--- config.mk ---
export PLATFORM = sky130hd
export DESIGN_NAME = wb_arbiter_flat
export DESIGN_NICKNAME = d
export VERILOG_FILES = /design/src/rtl/wb_arbiter_pkg.sv /design/src/rtl/wb_arbiter_if.sv /design/src/rtl/wb_arbiter_rr_pick.sv /design/src/rtl/wb_arbiter.sv /design/src/flat_wrapper.sv
export SDC_FILE = /design/constraint.sdc
export NUM_CORES = 1
export LEC_CHECK = 0
export BUFFER_PORTS_ARGS = -buffer_cell sky130_fd_sc_hd__buf_2
export CELL_PAD_IN_SITES_DETAIL_PLACEMENT = 0
export CELL_PAD_IN_SITES_GLOBAL_PLACEMENT = 1
export CORE_MARGIN = 2
export CORE_UTILIZATION = 33
export DETAILED_ROUTE_END_ITERATION = 16
export PLACE_DENSITY_LB_ADDON = 0.1
export SYNTH_ARGS = -nofsm -noshare
export SYNTH_HDL_FRONTEND = slang
export SYNTH_SLANG_ARGS = --single-unit
--- constraint.sdc ---
create_clock -name clk -period 6.9 [get_ports clk]
set_input_delay 1.38 -clock clk [delete_from_list [all_inputs] [get_ports clk]]
set_output_delay 1.38 -clock clk [all_outputs]
set_load 0.02 [all_outputs]
--- src/rtl/wb_arbiter_pkg.sv ---
// Shared types and sizing for the ROB writeback arbiter.
// The interface, the picker and the top all take their widths from here.
package wb_arbiter_pkg;

    localparam int unsigned NUM_REQ    = 6;
    localparam int unsigned SUPER      = 2;
    localparam int unsigned ROB_SZ     = 32;
    localparam int unsigned PHYS_SZ    = 64;
    localparam int unsigned STARVE_MAX = 7;

    localparam int unsigned ROBW = $clog2(ROB_SZ);
    localparam int unsigned SRCW = $clog2(NUM_REQ);
    localparam int unsigned CNTW = $clog2(STARVE_MAX + 1);

    typedef logic [31:0]         word_t;
    typedef logic [ROBW-1:0]     rob_idx_t;
    typedef logic [SRCW-1:0]     src_t;
    typedef logic [CNTW-1:0]     wait_cnt_t;
    typedef logic [NUM_REQ-1:0]  req_mask_t;

    // Requester index + 1, wrapping at NUM_REQ (not a power of two).
    function automatic src_t next_src(input src_t idx);
        return (idx == src_t'(NUM_REQ - 1)) ? '0 : idx + src_t'(1);
    endfunction

endpackage

--- src/rtl/wb_arbiter_if.sv ---
// Requester-side and ROB-side signals of the writeback arbiter.
// The master modport is the requester/ROB view; the slave modport is the arbiter.
interface wb_arbiter_if;
    import wb_arbiter_pkg::*;

    req_mask_t                req_valid;
    rob_idx_t [NUM_REQ-1:0]   req_rob;
    word_t    [NUM_REQ-1:0]   req_data;
    req_mask_t                req_ready;

    logic     [SUPER-1:0]     wb_valid;
    rob_idx_t [SUPER-1:0]     wb_rob;
    word_t    [SUPER-1:0]     wb_data;
    src_t     [SUPER-1:0]     wb_src;

    modport master (
        output req_valid, req_rob, req_data,
        input  req_ready, wb_valid, wb_rob, wb_data, wb_src
    );

    modport slave (
        input  req_valid, req_rob, req_data,
        output req_ready, wb_valid, wb_rob, wb_data, wb_src
    );

endinterface

--- src/rtl/wb_arbiter_rr_pick.sv ---
// Returns the first set bit of i_mask at or after i_start, wrapping modulo NUM_REQ.
// i_start must be below NUM_REQ.
module wb_arbiter_rr_pick
    import wb_arbiter_pkg::*;
(
    input  req_mask_t i_mask,
    input  src_t      i_start,
    output src_t      o_idx,
    output logic      o_found
);

    always_comb begin
        int unsigned w_pos;
        w_pos   = 0;
        o_idx   = '0;
        o_found = 1'b0;
        for (int unsigned off = 0; off < NUM_REQ; off++) begin
            w_pos = 32'(i_start) + off;
            if (w_pos >= NUM_REQ) begin
                w_pos = w_pos - NUM_REQ;
            end
            if (!o_found && i_mask[w_pos]) begin
                o_found = 1'b1;
                o_idx   = src_t'(w_pos);
            end
        end
    end

endmodule

--- src/rtl/wb_arbiter.sv ---
// Shares SUPER ROB writeback ports among NUM_REQ result requesters.
// Starving requesters are granted first, then round-robin from r_rr_ptr.
module wb_arbiter
    import wb_arbiter_pkg::*;
(
    input  logic        clk,
    input  logic        rst,
    input  logic        i_flush,
    input  logic        i_wb_stall,
    wb_arbiter_if.slave io_bus
);

    src_t                      r_rr_ptr;
    wait_cnt_t [NUM_REQ-1:0]   r_wait_cnt;
    logic      [SUPER-1:0]     r_wb_valid;
    rob_idx_t  [SUPER-1:0]     r_wb_rob;
    word_t     [SUPER-1:0]     r_wb_data;
    src_t      [SUPER-1:0]     r_wb_src;

    logic                      w_grant_en;
    req_mask_t                 w_promo;
    req_mask_t [SUPER:0]       w_avail;
    src_t      [SUPER-1:0]     w_promo_idx;
    src_t      [SUPER-1:0]     w_rr_idx;
    src_t      [SUPER-1:0]     w_sel_idx;
    logic      [SUPER-1:0]     w_promo_found;
    logic      [SUPER-1:0]     w_rr_found;
    logic      [SUPER-1:0]     w_sel_found;
    req_mask_t                 w_ready;
    src_t                      w_last;
    logic                      w_any;

    assign w_grant_en = !rst && !i_flush && !i_wb_stall;
    assign w_avail[0] = w_grant_en ? io_bus.req_valid : '0;

    always_comb begin
        w_promo = '0;
        for (int i = 0; i < NUM_REQ; i++) begin
            w_promo[i] = w_avail[0][i] && (r_wait_cnt[i] == wait_cnt_t'(STARVE_MAX));
        end
    end

    // Each port removes its grant from the candidate set seen by the next port.
    for (genvar k = 0; k < SUPER; k++) begin : g_port
        wb_arbiter_rr_pick u_promo_pick (
            .i_mask  (w_avail[k] & w_promo),
            .i_start ('0),
            .o_idx   (w_promo_idx[k]),
            .o_found (w_promo_found[k])
        );

        wb_arbiter_rr_pick u_rr_pick (
            .i_mask  (w_avail[k]),
            .i_start (r_rr_ptr),
            .o_idx   (w_rr_idx[k]),
            .o_found (w_rr_found[k])
        );

        assign w_sel_idx[k]   = w_promo_found[k] ? w_promo_idx[k] : w_rr_idx[k];
        assign w_sel_found[k] = w_promo_found[k] | w_rr_found[k];
        assign w_avail[k+1]   = w_avail[k]
                              & ~(w_sel_found[k] ? (req_mask_t'(1) << w_sel_idx[k]) : '0);
    end

    assign w_ready          = w_avail[0] & ~w_avail[SUPER];
    assign io_bus.req_ready = w_ready;

    always_comb begin
        w_any  = 1'b0;
        w_last = r_rr_ptr;
        for (int k = 0; k < SUPER; k++) begin
            if (w_sel_found[k]) begin
                w_any  = 1'b1;
                w_last = w_sel_idx[k];
            end
        end
    end

    always_ff @(posedge clk) begin
        if (rst) begin
            r_rr_ptr   <= '0;
            r_wait_cnt <= '0;
            r_wb_valid <= '0;
            r_wb_rob   <= '0;
            r_wb_data  <= '0;
            r_wb_src   <= '0;
        end else begin
            if (w_any) begin
                r_rr_ptr <= next_src(w_last);
            end

            // Stall still ages waiting requesters, so long stalls feed promotion.
            for (int i = 0; i < NUM_REQ; i++) begin
                if (i_flush || !io_bus.req_valid[i] || w_ready[i]) begin
                    r_wait_cnt[i] <= '0;
                end else if (r_wait_cnt[i] != wait_cnt_t'(STARVE_MAX)) begin
                    r_wait_cnt[i] <= r_wait_cnt[i] + wait_cnt_t'(1);
                end
            end

            if (i_flush) begin
                r_wb_valid <= '0;
            end else if (!i_wb_stall) begin
                for (int k = 0; k < SUPER; k++) begin
                    r_wb_valid[k] <= w_sel_found[k];
                    if (w_sel_found[k]) begin
                        r_wb_rob[k]  <= io_bus.req_rob[w_sel_idx[k]];
                        r_wb_data[k] <= io_bus.req_data[w_sel_idx[k]];
                        r_wb_src[k]  <= w_sel_idx[k];
                    end
                end
            end
        end
    end

    assign io_bus.wb_valid = r_wb_valid;
    assign io_bus.wb_rob   = r_wb_rob;
    assign io_bus.wb_data  = r_wb_data;
    assign io_bus.wb_src   = r_wb_src;

endmodule

--- src/flat_wrapper.sv ---
// flat-port wrapper written by rule: the top's interface ports become plain ports
module wb_arbiter_flat import wb_arbiter_pkg::*;
  (clk, rst, i_flush, i_wb_stall, io_bus_req_valid, io_bus_req_rob, io_bus_req_data, io_bus_req_ready, io_bus_wb_valid, io_bus_wb_rob, io_bus_wb_data, io_bus_wb_src);
  wb_arbiter_if io_bus_i ();
  input  logic clk;
  input  logic rst;
  input  logic i_flush;
  input  logic i_wb_stall;
  input wire logic [$bits(io_bus_i.req_valid)-1:0] io_bus_req_valid;
  input wire logic [$bits(io_bus_i.req_rob)-1:0] io_bus_req_rob;
  input wire logic [$bits(io_bus_i.req_data)-1:0] io_bus_req_data;
  output wire logic [$bits(io_bus_i.req_ready)-1:0] io_bus_req_ready;
  output wire logic [$bits(io_bus_i.wb_valid)-1:0] io_bus_wb_valid;
  output wire logic [$bits(io_bus_i.wb_rob)-1:0] io_bus_wb_rob;
  output wire logic [$bits(io_bus_i.wb_data)-1:0] io_bus_wb_data;
  output wire logic [$bits(io_bus_i.wb_src)-1:0] io_bus_wb_src;
  assign io_bus_i.req_valid = io_bus_req_valid;
  assign io_bus_i.req_rob = io_bus_req_rob;
  assign io_bus_i.req_data = io_bus_req_data;
  assign io_bus_req_ready = io_bus_i.req_ready;
  assign io_bus_wb_valid = io_bus_i.wb_valid;
  assign io_bus_wb_rob = io_bus_i.wb_rob;
  assign io_bus_wb_data = io_bus_i.wb_data;
  assign io_bus_wb_src = io_bus_i.wb_src;
  wb_arbiter u_core (.clk(clk), .rst(rst), .i_flush(i_flush), .i_wb_stall(i_wb_stall), .io_bus(io_bus_i));
endmodule
# Word-level counts from Yosys, hierarchy flattened
# Index checks and enable logic that the tools add are counted.
dict set report word_totals {
  register_bits 103
  input_bits 232
  word_cells 245
}
dict set report classes {
  addsub 18
  order_cmp 14
  n_eq_ne 13
  n_shift 2
  mux 94
  bitwise 12
  n_reduce_logical 78
}
# operator n
set ops {}
lappend ops {{2-to-1 mux 32 bit} 8}
lappend ops {{binary-select mux 32 bit (select 3 bit)} 2}
lappend ops {{less-than comparator 32 x 4 -> 1 bit (second input constant)} 6}
lappend ops {{2-to-1 mux 3 bit} 25}
lappend ops {{2-to-1 mux 1 bit} 40}
lappend ops {{binary-select mux 1 bit (select 3 bit)} 12}
lappend ops {{AND 6 bit} 5}
lappend ops {{binary-select mux 5 bit (select 3 bit)} 2}
lappend ops {{zero test 1 bit} 29}
lappend ops {{logical AND 1 bit} 28}
lappend ops {{subtractor 4 x 3 -> 5 bit (second input constant)} 5}
lappend ops {{adder 3 x 1 -> 3 bit (second input constant)} 7}
lappend ops {{== test 3 bit (second input constant)} 7}
lappend ops {{greater-or-equal comparator 4 x 3 -> 1 bit (second input constant)} 5}
lappend ops {{2-to-1 mux 6 bit} 3}
lappend ops {{inequality test 3 bit (second input constant)} 6}
lappend ops {{inverter 6 bit} 3}
lappend ops {{OR reduction 2 bit} 7}
lappend ops {{logical OR 1 bit} 12}
lappend ops {{<< shifter 1 x 3 -> 6 bit (first input constant)} 2}
lappend ops {{2-to-1 mux 5 bit} 2}
lappend ops {{adder 3 x 2 -> 4 bit (second input constant)} 2}
lappend ops {{adder 3 x 3 -> 4 bit (second input constant)} 2}
lappend ops {{less-than comparator 3 x 4 -> 1 bit (second input constant)} 2}
lappend ops {{other kinds (6)} 9}

# Longest topological paths before layout
# Gate-level depths: netlist of run 1.
dict set report depth {
  word_depth 54
  depth_mapped 28
  ltp_nobuf 21
}

# Cells and area by module
# A second synthesis of run 1 with hierarchy kept.
dict set report unflattened {
  cells_unflattened 1253
  hier_area_um2 10351.2
}
# mod instances cells_each area_per_inst_um2
set by_module_without_submodules {}
lappend by_module_without_submodules {wb_arbiter 1 745 6547.5}
lappend by_module_without_submodules {wb_arbiter_rr_pick 4 127 950.9}

# Worst setup path after synthesis of run 1
# No wires, ideal clock.
dict set report synth_timing {
  path_kind {register -> output}
  from {register u_core.r_rr_ptr[0]}
  to {output port io_bus_req_ready[3]}
  arrival_time_ps 5585
  path_slack_ps -65
  path_stages_with_launch 26
  n_path_buf 6
  cell_sequence {dfxtp_1 > buf_6 > buf_2 > inv_1 > ha_1 > xor2_4 > inv_1 > ha_1 > a211o_1 > a32o_1 > o21ai_2 > and2b_1 > buf_4 > or3b_1 > a311oi_2 > nor2_2 > nor4_4 > o22ai_2 > a221oi_2 > and4_1 > buf_6 > a211oi_2 > a311o_2 > buf_6 > buf_2 > o21ai_0}
}
dict set report synth_between {
  elab_chain_len 50
  word_cells_on_any_way 127
}
# element line_no
set synth_lines {}
lappend synth_lines {{start, declared} wb_arbiter.sv:13} ;# src_t r_rr_ptr;
lappend synth_lines {{start signal, assigned} wb_arbiter.sv:89} ;# r_rr_ptr <= next_src(w_last);
lappend synth_lines {{parallel branches: the longest is 47 deep, another holds subtractor 4 x 3 -> 5 bit} -}
lappend synth_lines {{AND 6 bit *} wb_arbiter.sv:62} ;# & ~(w_sel_found[k] ? (req_mask_t'(1) << w_sel_idx[k]) : '0);
lappend synth_lines {{inverter 6 bit *} wb_arbiter.sv:65} ;# assign w_ready = w_avail[0] & ~w_avail[SUPER];
lappend synth_lines {{AND 6 bit *} wb_arbiter.sv:65}
lappend synth_lines {{end, declared} flat_wrapper.sv:12} ;# output wire logic [$bits(io_bus_i.req_ready)-1:0] io_bus_req_ready;
# Mark *: on every way between the ends. The select of a mux whose other input is x is not followed.

# Final worst setup path of run 1
dict set report layout_timing {
  from {input port i_wb_stall}
  to {output port io_bus_req_ready[5]}
}
dict set report layout_between {
  elab_chain_len 51
  word_cells_on_any_way 135
}
# element line_no
set layout_lines {}
lappend layout_lines {{start, declared} flat_wrapper.sv:8} ;# input logic i_wb_stall;
lappend layout_lines {{zero test 1 bit *} wb_arbiter.sv:33} ;# assign w_grant_en = !rst && !i_flush && !i_wb_stall;
lappend layout_lines {{logical AND 1 bit *} wb_arbiter.sv:33}
lappend layout_lines {{2-to-1 mux 6 bit *} wb_arbiter.sv:34} ;# assign w_avail[0] = w_grant_en ? io_bus.req_valid : '0;
lappend layout_lines {{binary-select mux 1 bit (select 3 bit) / logical AND 1 bit (equally long branches)} {wb_arbiter_rr_pick.sv:22, wb_arbiter.sv:39}}
lappend layout_lines {{2-to-1 mux 1 bit (not written as such) / AND 6 bit (equally long branches)} {wb_arbiter_rr_pick.sv:22, wb_arbiter.sv:46}}
lappend layout_lines {{2-to-1 mux 1 bit} wb_arbiter_rr_pick.sv:22} ;# if (!o_found && i_mask[w_pos]) begin
lappend layout_lines {{zero test 1 bit} wb_arbiter_rr_pick.sv:22}
lappend layout_lines {{logical AND 1 bit} wb_arbiter_rr_pick.sv:22}
lappend layout_lines {{[... 35 more ...]} -}
lappend layout_lines {{2-to-1 mux 3 bit} wb_arbiter_rr_pick.sv:22}
lappend layout_lines {{2-to-1 mux 3 bit} wb_arbiter.sv:59} ;# assign w_sel_idx[k] = w_promo_found[k] ? w_promo_idx[k] : w_rr_idx[k];
lappend layout_lines {{<< shifter 1 x 3 -> 6 bit} wb_arbiter.sv:62}
lappend layout_lines {{2-to-1 mux 6 bit} wb_arbiter.sv:62}
lappend layout_lines {{inverter 6 bit} wb_arbiter.sv:62}
lappend layout_lines {{AND 6 bit} wb_arbiter.sv:62}
lappend layout_lines {{inverter 6 bit} wb_arbiter.sv:65}
lappend layout_lines {{AND 6 bit *} wb_arbiter.sv:65}
# Every way passes the cells marked *; elsewhere a longest branch is shown, timed or not. The select of a mux whose other input is x is not followed.

==> metrics.md, run 1 <==
| Metric | Value |
|---|---|
| Crit end category | output pin |
| Slew Viols, Final | 0 |
| DR iter-0 viols | approximately 1100 |
| Number of global-route vias before repair | ~13000 |
| Crit path required time | between 5 and 6 ns |
| Hold Fails Final Rpt | 0 |
| Layout area overhead | 34.94% |
| CTS max path bufs | 2 |
| Top cells by area, synth | dfxtp_1 (20%), nand2_1 (14%), a21oi_1 (6.4%) |
| Starting Density | 0.3344 |
| Startpoint type of the worst setup path | input port |
| VDD IR max | a little under 0.3 mV |
| Reg clk slew, reported paths | around 0.080 ns |
| Hold-fix buffers, CTS | 0 |
| Count of unique library cells instantiated by Yosys | 92 |
| Placed insts | between 2000 and 2500 |
| Core area | around 0.03 mm2 |
| Chip Width | 179.8 um |
| Core Rows | 64 |
| Worst flop-to-flop path endpoint | u_core.io_bus.wb_data[59] |
| YS warnings | 0 |
| Grt ovf | 0 |
| Crit path launch | i_wb_stall |
| Worst path max stage delay | 0.42 ns |
| Final period utilization | 1.011 |
| Htree depth | 3 |
| Most common flop cell mapped by yosys | dfxtp_1 |
| Fin Hold WS | between 0.4 and 0.5 ns |
| Syn Std Cell Area | approximately 0.010 mm2 |
| Largest area contributor in the netlist | dfxtp_1 |
| R2R Path Start | u_core.r_rr_ptr[0] |
| Commonest cells after routing, fill and taps aside | nand2_1 (371), buf_2 (308), buf_4 (177), a21oi_1 (128), nand3_1 (109) |
| Port-buffer cells | around 320 |
| FF/Latch Area | 0.002063 mm2 |
| PD cells | approximately 430 mW/mm2 |
| Seq/Total Area, Yosys | 0.2021 |
| Die height | between 150 and 200 um |
| Root Buffer | clkbuf_16 |
| Avg WL per Cell | between 20 and 25 um |
| Initial antenna violation count | 18 |
| FFs w/ async S/R, synth | 0 |
| Final Setup Violations | 5 |
| Vias post-DR | 13394 |
| Inserted Clock Buffers | 9 |
| Count of flip-flops with a built-in enable after synthesis | 0 |
| Crit path top cell by count | buf_4 |
| Clock Skew | around 0.0076 ns |
| Synth Register Bits | ~100 |
| Worst setup endpoint | io_bus_req_ready[5] |
| Total Nets Final | about 2100 |
| Residual DRC | 0 |
| Post-synth top area share | 0.2021 |
| Total GRT Usage | 0.2982 |
| Number of fillers in the final layout | 3220 |
| Ratio of cells with drive above 1 in the final layout | 0.3237 |
| CTS tree | yes |
| Largest net degree at the start of global routing | 78 |
| Register-to-Register Setup Slack | roughly 0.7 ns |
| DRT Pass-1 Iters | 8 |
| CP max-delay cell | or3_4 |
| Crit path max fanout | 14 |
| Routed Antenna Nets | 0 |
| RSZ-0062 raised after global routing | true |
| HP Class | reg2reg |
| FMAX | ~0.14 GHz |
| Final wirelength | 50.44 mm |
| Clk Latency, worst-skew pair | 0.38 ns |
| Relative slew margins | 0.3119 |
| Most common cell after layout, fill and taps aside | nand2_1 |
| Clock sinks | roughly 100 |
| Multi-input gate area | 0.007674 mm2 |
| Avg Inst Size Synth | between 6 and 7 um2 |
| Fin cells | 2290 |
| R2R depth | 26 |
| Mapped Cells | ~1500 |
| Tmin final | roughly 7.0 ns |
| Critical path type | in2out |
| Failing checks | negative setup slack |
| Detailed placement HPWL | around 35 mm |
| Worst Tran Pin Value | ~1.0 ns |
| Vias per inst | 5.849 |
| Max-cap violations | 0 |
| Setup ws final | -0.07437 ns |
| Die ar. | approximately 0.032 mm2 |
| First-pass GRT wire length | about 76 mm |
| Total power | 5.932 mW |
| Util after Layout | 0.4513 |
| Critical path cell sequence | buf_6 > or3_4 > buf_4 > a21oi_2 > nor2_1 > o221a_2 > a221oi_2 > buf_4 > a2bb2oi_4 > a211o_1 > and3_1 > nor2_2 > o211ai_1 > buf_4 > buf_4 > o31ai_1 > buf_4 > a32oi_4 > a21oi_4 > buf_6 > o31ai_4 > buf_6 |
| Top Ports | 320 |
| Syn_nets | between 1500 and 2000 |
| Critical path data arrival time | 5.59 ns |
| Run status | finished, violations left |
| P_leak | 6.058 nW |
| Routability-driven placement congestion ratio | ~0.94 |
## stage by stage
step	cell area [um2]	setup TNS [ns]	worst slack [ns]
2_1_floorplan	10200	0	0.09200
3_3_place_gp	12920	-1.685	-0.3464
3_5_place_dp	12920	-1.406	-0.2761
4_1_cts	13650	-0.1759	-0.07148
5_1_grt	13760	-1.283	-0.2440
6_report	13770	-0.2413	-0.07437
## repair_timing
action                     4_1_cts  5_1_grt
pin swaps                       26       18
setup endpoints to repair        6        6
setup buffers                   15        6
resized for setup               66       10
## worst min-delay path by stage
| stage | to | startpoint | cells past startpoint | slack [ns] |
|---|---|---|---|---|
| CTS | u_core.io_bus.wb_src[5] | u_core.io_bus.wb_src[5] | 2 | 0.46 |
| global placement | u_core.io_bus.wb_src[5] | u_core.io_bus.wb_src[5] | 2 | 0.45 |
| floorplan | u_core.r_wait_cnt[10] | u_core.r_wait_cnt[10] | 2 | 0.47 |
| global route | u_core.io_bus.wb_src[0] | u_core.io_bus.wb_src[0] | 2 | 0.49 |
| detailed placement | u_core.io_bus.wb_src[5] | u_core.io_bus.wb_src[5] | 2 | 0.45 |
| finish | u_core.io_bus.wb_src[5] | u_core.io_bus.wb_src[5] | 2 | 0.45 |
## critical path, delay by kind of cell
kind | cells | cell delay (ns)
AOI/OAI and AO/OA | 10 | 2.19
buffers and inverters | 8 | 1.19
and+or+nand+nor | 4 | 0.82
## cell usage after synthesis, types with 6 or more instances
cell,instances
nand2_1,373
buf_2,31
a21o_1,7
buf_1,20
o21ai_0,11
nand4_1,9
a211oi_1,67
nor3_1,21
nor2_1,97
xor2_1,6
clkbuf_1,81
inv_1,8
a22oi_1,13
nand3_1,110
a21oi_1,131
ha_1,21
buf_6,9
a32o_1,36
nor4_1,7
mux2i_1,31
dfxtp_1,103
buf_4,11
o21ai_1,8
a221oi_1,45
and3_1,32
a31oi_1,87
a32oi_1,12
## power breakdown
group          switching, mW  internal [mW]
Sequential             0.112          0.784
Combinational           2.75           1.66
Clock                  0.274          0.355
## sequential cells by signal, summed over array words and instances, names as in the netlist
name                    cells
u_core.r_rr_ptr             3
u_core.r_wait_cnt          18
u_core.io_bus.wb_src        6
u_core.io_bus.wb_rob       10
u_core.io_bus.wb_valid      2
u_core.io_bus.wb_data      64
## kinds of logic (layout without fill, tap and decap cells)
kind of cell,count (synthesis),after routing,share of synthesized area
flops,103,103,0.2021
compound gates,493,493,0.3505
simple gates,685,685,0.2963
mux,35,35,0.03814
other cells,0,16,0
xor+xnor,12,12,0.01398
fa+ha+maj,21,21,0.02575
buf+inv,160,529,0.07333
## final cells by class
cell class | instances | area share
multi-input cells | 1246 | 0.5573
repair buffers | 505 | 0.2270
flip-flops and latches | 103 | 0.1499
well taps | 396 | 0.03599
clock buffers | 10 | 0.01663
clock inverters | 6 | 0.007906
diodes | 16 | 0.002908
inverters | 8 | 0.002363
## per-layer routing
metal | up-vias | GRT usage | part of all wire
li1 | 6369 | - | -
met2 | 573 | 0.4855 | 0.46
met3 | 75 | 0.07455 | 0.083
met1 | 6369 | 0.3795 | 0.43
met4 | 8 | 0.1122 | 0.027
met5 | - | 0 | 0.00091
Power figures use the tool's default switching activity.
==> run 2, diff against run 1 <==
==> constraint.sdc (replaced) <==
create_clock -name clk -period 6.25 [get_ports clk]
set_input_delay 1.25 -clock clk [delete_from_list [all_inputs] [get_ports clk]]
set_output_delay 1.25 -clock clk [all_outputs]
set_load 0.02 [all_outputs]
==> run 2 against run 1 <==
  * The flow still finishes with violations (negative setup slack)
  * Critical path depth is 4 lower
  * Sequential share of layout area decreased by 0.74 points
  * Clock power is 6.4% lower
  * Sequential power rose by 11%
  * Cell count is 2.4% higher
  * Non-clock buffer count grew 66
  * Flip-flop and latch count unchanged
  * Design area is 5.2% higher
  * Critical endpoint unchanged
  * Largest cell class unchanged
==> metrics.md, run 2 (same netlist as run 1, synthesis figures left out) <==
| Metric | Value |
|---|---|
| P_leak | 6.412 nW (was 6.058 nW) |
| R2R Path Start | u_core.r_rr_ptr[0] (unchanged) |
| DRT Pass-1 Iters | 5 (was 8) |
| HP Class | reg2reg (unchanged) |
| Critical path data arrival time | 5.39 ns (was 5.59 ns) |
| Top Ports | 320 (unchanged) |
| Ratio of cells with drive above 1 in the final layout | 0.3591 (was 0.3237) |
| Hold Fails Final Rpt | 0 (unchanged) |
| Largest net degree at the start of global routing | 78 (unchanged) |
| Total power | 6.837 mW (was 5.932 mW) |
| Startpoint type of the worst setup path | input port (unchanged) |
| Reg clk slew, reported paths | 0.08 ns (about the same) |
| Chip Width | 179.8 um (unchanged) |
| Critical path cell sequence | buf_6 > or3_4 > or3_4 > o221a_4 > nand2_4 > nor2_4 > a41o_1 > buf_6 > nor2_4 > nor4_4 > buf_4 > o22a_1 > o211ai_1 > nor2b_4 > o22ai_4 > a311o_2 > o31ai_4 > buf_6 (was buf_6 > or3_4 > buf_4 > a21oi_2 > nor2_1 > o221a_2 > a221oi_2 > buf_4 > a2bb2oi_4 > a211o_1 > and3_1 > nor2_2 > o211ai_1 > buf_4 > buf_4 > o31ai_1 > buf_4 > a32oi_4 > a21oi_4 > buf_6 > o31ai_4 > buf_6) |
| DR iter-0 viols | 1075 (was 1088) |
| FF/Latch Area | 0.002064 mm2 (was 0.002063 mm2) |
| Commonest cells after routing, fill and taps aside | nand2_1 (368), buf_2 (309), buf_4 (231), a21oi_1 (125), nand3_1 (108) (was nand2_1 (371), buf_2 (308), buf_4 (177), a21oi_1 (128), nand3_1 (109)) |
| VDD IR max | 0.2782 mV (was 0.2982 mV) |
| Number of fillers in the final layout | 3171 (was 3220) |
| Hold Startpoint | u_core.io_bus.wb_src[5] (unchanged) |
| Final wirelength | 52.45 mm (was 50.44 mm) |
| Combinational group share of total power | 0.768 (was 0.743) |
| Htree depth | 3 (unchanged) |
| Run status | finished, violations left (unchanged) |
| Setup ws final | -0.3898 ns (was -0.07437 ns) |
| CP max-delay cell | a311o_2 (was or3_4) |
| Clk Latency, worst-skew pair | 0.39 ns (was 0.38 ns) |
| Internal | 3.232 mW (was 2.795 mW) |
| CTS max path bufs | 2 (unchanged) |
| Worst Tran Pin Value | 0.9680 ns (was 1.023 ns) |
| Crit path max fanout | 6 (was 14) |
| Crit path required time | 5.00 ns (was 5.52 ns) |
| Routed Antenna Nets | 0 (unchanged) |
| Clock Skew | 0.01859 ns (was 0.007640 ns) |
| Crit path top cell by count | buf_6 (was buf_4) |
| Final Setup Violations | 6 (was 5) |
| Die ar. | 0.03234 mm2 (unchanged) |
| Tmin final | between 6 and 7 ns |
| Crit end category | output pin (unchanged) |
| Starting Density | 0.3344 (unchanged) |
| Total GRT Usage | 0.3149 (was 0.2982) |
| Cell Area, Placed | 0.01334 mm2 (was 0.01292 mm2) |
| Vias per inst | 5.818 (was 5.849) |
| Root Buffer | clkbuf_16 (unchanged) |
| Critical path type | in2out (unchanged) |
| Sw Share | 0.5273 (was 0.5287) |
| Failing checks | negative setup slack (unchanged) |
| Max FFs per register | 64 (unchanged) |
| First-pass GRT wire length | 80.05 mm (was 76.04 mm) |
| Inserted Clock Buffers | 9 (unchanged) |
| Multi-input gate area | 0.007918 mm2 (was 0.007674 mm2) |
| Relative slew margins | 0.3547 (was 0.3119) |
| Routability-driven placement congestion ratio | 0.9203 (was 0.9418) |
| Die height | 179.8 um (unchanged) |
| Vias post-DR | 13648 (was 13394) |
| RSZ-0062 raised after global routing | true (unchanged) |
| Total Nets Final | 2192 (was 2126) |
| Clock sinks | 103 (unchanged) |
| Residual DRC | 0 (unchanged) |
| Worst path max stage delay | 0.50 ns (was 0.42 ns) |
| Port-buffer cells | 319 (unchanged) |
| Max-cap violations | 0 (unchanged) |
| Final period utilization | 1.062 |
| Detailed placement HPWL | 37.30 mm (was 35.46 mm) |
| Core area | 0.03051 mm2 (unchanged) |
| Cell area after layout | 0.01449 mm2 (was 0.01377 mm2) |
| Fin cells | 2346 (was 2290) |
| Crit path launch | i_flush (was i_wb_stall) |
| CTS tree | yes (unchanged) |
| FMAX | 0.1506 GHz |
| PD cells | 471.8 mW/mm2 (was 430.8 mW/mm2) |
| Place WS | -0.7145 ns (was -0.2761 ns) |
| Number of global-route vias before repair | 13207 (was 12637) |
| Layout area overhead | 42.01% (was 34.94%) |
| Most common cell after layout, fill and taps aside | nand2_1 (unchanged) |
| Sequential fraction of design power | 0.145 (was 0.151) |
| Clk pwr share | 0.086 (was 0.106) |
| Slew Viols, Final | 0 (unchanged) |
| Grt ovf | 0 (unchanged) |
| Placed insts | 2279 (was 2237) |
| Core Rows | 64 (unchanged) |
| Initial antenna violation count | 12 (was 18) |
| Net Sw Power | 3.605 mW (was 3.136 mW) |
| Avg WL per Cell | 22.36 um (was 22.03 um) |
==> run 2: power groups by stage <==
| stage | clock [mW] | sequential [mW] | combinational (mW) |
|---|---|---|---|
| after floorplan | 0 | 1.20 | 2.93 |
| after global placement | 0 | 1.00 | 4.84 |
| after detailed placement | 0 | 1.01 | 4.89 |
| after CTS | 0.609 | 0.992 | 5.13 |
| after global routing | 0.631 | 1.02 | 5.67 |
| final | 0.589 | 0.995 | 5.25 |
==> run 2: worst paths after layout <==
| path | end | slack (ns) | depth (start not counted) |
|---|---|---|---|
| max | io_bus_req_ready[5] | -0.39 | 18 |
| min | u_core.io_bus.wb_src[5] | 0.47 | 2 |
| max reg2reg | u_core.io_bus.wb_data[52] | 0.36 | 26 |
| min reg2reg | u_core.io_bus.wb_src[5] | 0.47 | 2 |
==> run 2: critical path: cells and delay by family <==
kind / cells / cell delay [ns]
compound gates: 7 / 2.08
buf+inv: 4 / 0.54
simple gates: 7 / 1.49
==> run 2: per-stage QoR <==
step / TNS, ns / utilization / hold slack (ns)
floorplan: -0.3783 / - / 0.4676
global placement: -7.367 / 0.4373 / 0.4433
detailed placement: -10.99 / 0.4373 / 0.4540
CTS: -1.805 / 0.4650 / 0.4654
global route: -3.008 / 0.4748 / 0.4922
finish: -2.025 / 0.4749 / 0.4659
==> run 2: per-layer routing <==
layer | up-vias | track usage | share of wire
met5 | - | 0 | 0.0014
li1 | 6496 | - | -
met1 | 6497 | 0.4031 | 0.44
met2 | 554 | 0.5358 | 0.47
met4 | 12 | 0.09789 | 0.023
met3 | 89 | 0.05733 | 0.062
==> run 2: layout make-up <==
type / count / share of cell area
repair buffers: 571 / 0.2543
flip-flops and latches: 103 / 0.1425
multi-input cells: 1246 / 0.5464
clock inverters: 7 / 0.003799
clock buffers: 9 / 0.01554
well taps: 396 / 0.03419
diodes: 6 / 0.001036
inverters: 8 / 0.002245
==> run 2: timing repair <==
item                                    CTS  global route
hold buffers                              0             0
resized for setup                        79            34
endpoints found under the setup margin    6             6
pin swaps                                34            17
buffers inserted                         31            15
